==> src/rtl/toy_uart_rx_if.sv <==
// Byte delivery handshake between the UART receiver and its consumer.
// The receiver drives rx_data/rx_valid; the consumer answers with rx_ready.
interface toy_uart_rx_if;
  logic [7:0] rx_data;
  logic       rx_valid;
  logic       rx_ready;

  modport master (output rx_data, output rx_valid, input rx_ready);
  modport slave  (input rx_data, input rx_valid, output rx_ready);
endinterface

==> src/rtl/toy_uart_rx.sv <==
// 8N1 UART receiver matching the toy MCU transmitter's BAUD_DIV timing.
// Bytes are delivered on a valid/ready handshake; framing and overrun are flagged as pulses.
module toy_uart_rx #(
  parameter int BAUD_DIV = 16
) (
  input  logic           clk,
  input  logic           rst,
  input  logic           rx,
  toy_uart_rx_if.master  bus,
  output logic           frame_err,
  output logic           overrun,
  output logic           busy
);

  localparam int HALF = (BAUD_DIV - 1) / 2;
  localparam int CW   = (BAUD_DIV > 2) ? $clog2(BAUD_DIV) : 1;
  localparam logic [CW-1:0] CNT_HALF = CW'(HALF);
  localparam logic [CW-1:0] CNT_LAST = CW'(BAUD_DIV - 1);

  typedef enum logic [2:0] {
    IDLE,
    START,
    DATA,
    STOP,
    WAIT_HI
  } state_t;

  state_t        state;
  logic [CW-1:0] cnt;
  logic [2:0]    idx;
  logic [7:0]    shreg;
  logic          sync1;
  logic          sync2;
  logic          rxs;

  assign rxs  = sync2;
  assign busy = (state != IDLE);

  always_ff @(posedge clk) begin
    if (!rst) begin
      state        <= IDLE;
      cnt          <= '0;
      idx          <= '0;
      shreg        <= '0;
      sync1        <= 1'b1;
      sync2        <= 1'b1;
      bus.rx_data  <= '0;
      bus.rx_valid <= 1'b0;
      frame_err    <= 1'b0;
      overrun      <= 1'b0;
    end else begin
      sync1     <= rx;
      sync2     <= sync1;
      frame_err <= 1'b0;
      overrun   <= 1'b0;

      if (bus.rx_valid && bus.rx_ready)
        bus.rx_valid <= 1'b0;

      case (state)
        IDLE: begin
          if (!rxs) begin
            state <= START;
            cnt   <= '0;
          end
        end

        START: begin
          if (cnt == CNT_HALF) begin
            cnt <= '0;
            if (!rxs) begin
              state <= DATA;
              idx   <= '0;
            end else begin
              state <= IDLE;
            end
          end else begin
            cnt <= cnt + 1'b1;
          end
        end

        DATA: begin
          if (cnt == CNT_LAST) begin
            shreg[idx] <= rxs;
            cnt        <= '0;
            idx        <= idx + 1'b1;
            if (idx == 3'd7)
              state <= STOP;
          end else begin
            cnt <= cnt + 1'b1;
          end
        end

        STOP: begin
          if (cnt == CNT_LAST) begin
            cnt <= '0;
            if (rxs) begin
              state <= IDLE;
              // A consume on the completion cycle frees the slot, so the new byte wins.
              if (!bus.rx_valid || bus.rx_ready) begin
                bus.rx_data  <= shreg;
                bus.rx_valid <= 1'b1;
              end else begin
                overrun <= 1'b1;
              end
            end else begin
              frame_err <= 1'b1;
              state     <= WAIT_HI;
            end
          end else begin
            cnt <= cnt + 1'b1;
          end
        end

        WAIT_HI: begin
          if (rxs)
            state <= IDLE;
        end

        default: state <= IDLE;
      endcase
    end
  end

endmodule
==> src/flat_wrapper.sv <==
// flat-port wrapper written by rule: the top's interface ports become plain ports
module toy_uart_rx_flat 
#(
  parameter int BAUD_DIV = 16
)
  (clk, rst, rx, frame_err, overrun, busy, bus_rx_data, bus_rx_valid, bus_rx_ready);
  toy_uart_rx_if bus_i ();
  input  logic clk;
  input  logic rst;
  input  logic rx;
  output logic frame_err;
  output logic overrun;
  output logic busy;
  output wire logic [$bits(bus_i.rx_data)-1:0] bus_rx_data;
  output wire logic [$bits(bus_i.rx_valid)-1:0] bus_rx_valid;
  input wire logic [$bits(bus_i.rx_ready)-1:0] bus_rx_ready;
  assign bus_rx_data = bus_i.rx_data;
  assign bus_rx_valid = bus_i.rx_valid;
  assign bus_i.rx_ready = bus_rx_ready;
  toy_uart_rx #(.BAUD_DIV(BAUD_DIV)) u_core (.clk(clk), .rst(rst), .rx(rx), .bus(bus_i), .frame_err(frame_err), .overrun(overrun), .busy(busy));
endmodule
==> config.mk <==
export PLATFORM = sky130hd
export DESIGN_NAME = toy_uart_rx_flat
export DESIGN_NICKNAME = d
export VERILOG_FILES = /design/src/rtl/toy_uart_rx_if.sv /design/src/rtl/toy_uart_rx.sv /design/src/flat_wrapper.sv
export SDC_FILE = /design/constraint.sdc
export NUM_CORES = 1
export LEC_CHECK = 0
export CORE_UTILIZATION = 49
export DETAILED_ROUTE_END_ITERATION = 8
export GPL_TIMING_DRIVEN = 0
export PLACE_DENSITY = 0.72
export SLEW_MARGIN = 20
export SYNTH_ARGS = -nofsm -noshare
export SYNTH_HDL_FRONTEND = slang
export SYNTH_SLANG_ARGS = --single-unit
export TNS_END_PERCENT = 50
==> constraint.sdc <==
create_clock -name clk -period 1.3 [get_ports clk]
set_input_delay 0.13 -clock clk [delete_from_list [all_inputs] [get_ports clk]]
set_output_delay 0.13 -clock clk [all_outputs]
set_load 0.03 [all_outputs]
==> flow_summary.ini <==
[clocking]
cts-root-buf = clkbuf_4
cts_tree = yes
hold_buffers = 0
insertion_delay_ns = 0.34
clk_pin_slew_ns = 0.10
cts_buffers = 5
cts_num_sinks = 31
h-tree-depth = 2
cts_buffer_depth = 2

[place]
dp_cells = 204
globalplace.congestion = 0.794
dp_slack_ns = -0.378
placed_area_um2 = 1650
io_buffers = 15
dp_hpwl_um = 2160

[route]
wirelength_um = 3500
drc = 0
drtPass1Iterations = 5
via_per_inst = 5.68
ant_nets = 0
wire_per_inst_um = 15.5
initialDrtViolationCount = 61
via_count = 1284

[synthesis]
yosysWarnings = 0
synth_mux_area_share_pct = 7.63
seq_area_frac_synth_pct = 43.0
synth_seq_cells = 31
synth_top_family_by_area = simple AND/OR/NAND/NOR gates
syn_inst = 158
yosys.area_share.simple_pct = 30.2
yosysUniqueCellTypes = 44
syn_area_um2 = 1440
synthXorXnorAreaFrac_pct = 1.13
synth.avg_cell_area_um2 = 9.13
synth_fa_ha_area_share_pct = 2.60
synth-compound-area-share_pct = 11.5
synth_fp_nets = 165

[pwr]
pwr-share-seq_pct = 57.6
p_sw_share_pct = 24.0
power.density_nw_per_um2 = 824
switchingPower_mw = 0.400
p_leak_nw = 0.772
p_int_mw = 1.26
power_mw = 1.66
worst_ir_drop_vdd_mv = 1.03
p_clk_share_pct = 34.1
p_comb_share_pct = 8.3

[global_route]
grt.overflow.total = 0
grt.total_usage_pct = 21.0
grt_start_max_net_pins = 11
grt_pass1_wl_um = 5090
grt_pass1_vias = 1174
antenna_found_initial = 0

[timing]
fin_crit_sh_pct = 113
setup_ws_ns = -0.165
holdWs_ns = 0.360
period_minus_slack_ns = 1.47
relSlewSlack_pct = 69.7
fin_tns_setup_ns = -1.14
fmax_mhz = 683
setup_viol = 19
tightest_slew_ns = 0.454
drv_slew = 0
rsz0062_at_grt = yes
skew_ns = 0.0153
finalHoldViolCount = 0

[floorplanning]
initial_core_util_pct = 51.9
die-area_um2 = 3170
core_um2 = 2780
die_h_um = 56.3
io_pins = 16
die_w_um = 56.3
rows = 19

[finish]
fillers = 205
final_cells = 226
mostFrequentLayoutCells = dfxtp_1 (23), nand2_1 (18), nand3_1 (14), buf_4 (13)
area_delta_synth_final_pct = 39.9
drive_above_1_share_pct = 35.9
mostFrequentLayoutCell = dfxtp_1
finalNetCount = 202
final_area_um2 = 2020
antenna_cells = 0
post-route-util_pct = 72.6

[worst_setup_path]
endpoint_kind = output pin
start_kind = register
critPathKind = register to output pin
path_max_fanout = 9
critPathRequiredTime_ns = 1.17
arrival_ns = 1.34

[outcome]
violations = negative setup slack
outcome = finished, violations left

[run]
maxCapViolCount = 0

[hold_path]
hold_path.class = input port to register
## logic make-up (layout without fill, tap and decap cells)
kind of cell / count (synthesis) / count (layout)
AO/OA/AOI/OAI: 25 / 25
XOR/XNOR: 1 / 1
adder cells (fa/ha/maj): 3 / 3
buffers and inverters: 11 / 48
flip-flops: 31 / 31
multiplexers: 11 / 11
AND/OR/NAND/NOR: 76 / 76
## state kept, by name, indices dropped and copies added, names as in the netlist
| register | cells |
|---|---|
| u_core.bus.rx_data | 8 |
| u_core.bus.rx_valid | 1 |
| u_core.cnt | 4 |
| u_core.frame_err | 1 |
| u_core.idx | 3 |
| u_core.overrun | 1 |
| u_core.rxs | 1 |
| u_core.shreg | 8 |
| u_core.state | 3 |
| u_core.sync1 | 1 |
## critical path, stage by stage (launching register included)
cell and delay, ns:
dfxtp_2 0.34, buf_8 0.13, or3_4 0.38, buf_6 0.14
## final cells by class
cell class	instances	area [um^2]	area share (%)
Buffer	9	81.3	4.03
Multi-Input combinational cell	116	915	45.3
Inverter	1	3.75	0.186
Clock buffer	6	51.3	2.54
Timing Repair Buffer	31	283	14.0
Tap cell	31	38.8	1.92
Sequential cell	31	641	31.7
Clock inverter	1	5.00	0.248
## cell usage after synthesis, drive strengths merged
cell type / number / area, um^2
ha: 3 / 37.5
o211ai: 1 / 7.51
clkinv: 1 / 3.75
nand4b: 1 / 8.76
and4b: 1 / 10.0
nand2b: 5 / 31.3
and2: 1 / 6.26
or3: 1 / 6.26
a211oi: 1 / 12.5
a22oi: 1 / 7.51
a21o: 1 / 7.51
mux2i: 11 / 110
dfxtp: 31 / 621
nand3b: 1 / 7.51
a221oi: 1 / 8.76
a21oi: 3 / 15.0
nor2: 10 / 37.5
and3: 2 / 13.8
nor3: 3 / 15.0
xnor2: 1 / 16.3
nor4: 2 / 18.8
o21ai: 13 / 65.1
and3b: 1 / 8.76
clkbuf: 5 / 20.0
nand2: 22 / 82.6
nor3b: 3 / 33.8
nand3: 18 / 90.1
nand4: 3 / 33.8
a2bb2oi: 1 / 8.76
buf: 5 / 32.5
and2b: 1 / 7.51
a2111oi: 1 / 15.0
a211o: 2 / 18.8
nor4b: 1 / 23.8
## what timing repair did
item                       in CTS  in global routing
buffers inserted                7                  8
setup endpoints to repair      38                 27
gates cloned                    1                  1
pin swaps                      12                 12
gates resized for setup        44                 37
## metal layers
metal / vias up / wire length (um) / global-route usage, %
li1: 641 / - / -
met1: 608 / 1530 / 25.0
met2: 29 / 1770 / 35.5
met3: 6 / 145 / 4.84
met4: 0 / 47 / 10.1
met5: - / 0 / 0
## power groups by stage
stage,Combinational (mW),Clock (mW),Sequential (mW)
finish,0.137,0.567,0.958
global route,0.149,0.605,0.959
CTS,0.111,0.576,0.963
floorplan,0.0767,0,0.983
global placement,0.104,0,0.983
detailed placement,0.108,0,0.984
## final timing paths
kind,start,depth (start not counted),endpoint,slack (ns)
worst min-delay path,rx,2,u_core.sync1,0.36
worst max register to register,u_core.state[2],4,u_core.shreg[2],-0.11
worst min register to register,u_core.sync1,1,u_core.rxs,0.42
worst max-delay path,u_core.state[0],3,busy,-0.17
No activity file was read; power rests on OpenSTA's default activity.
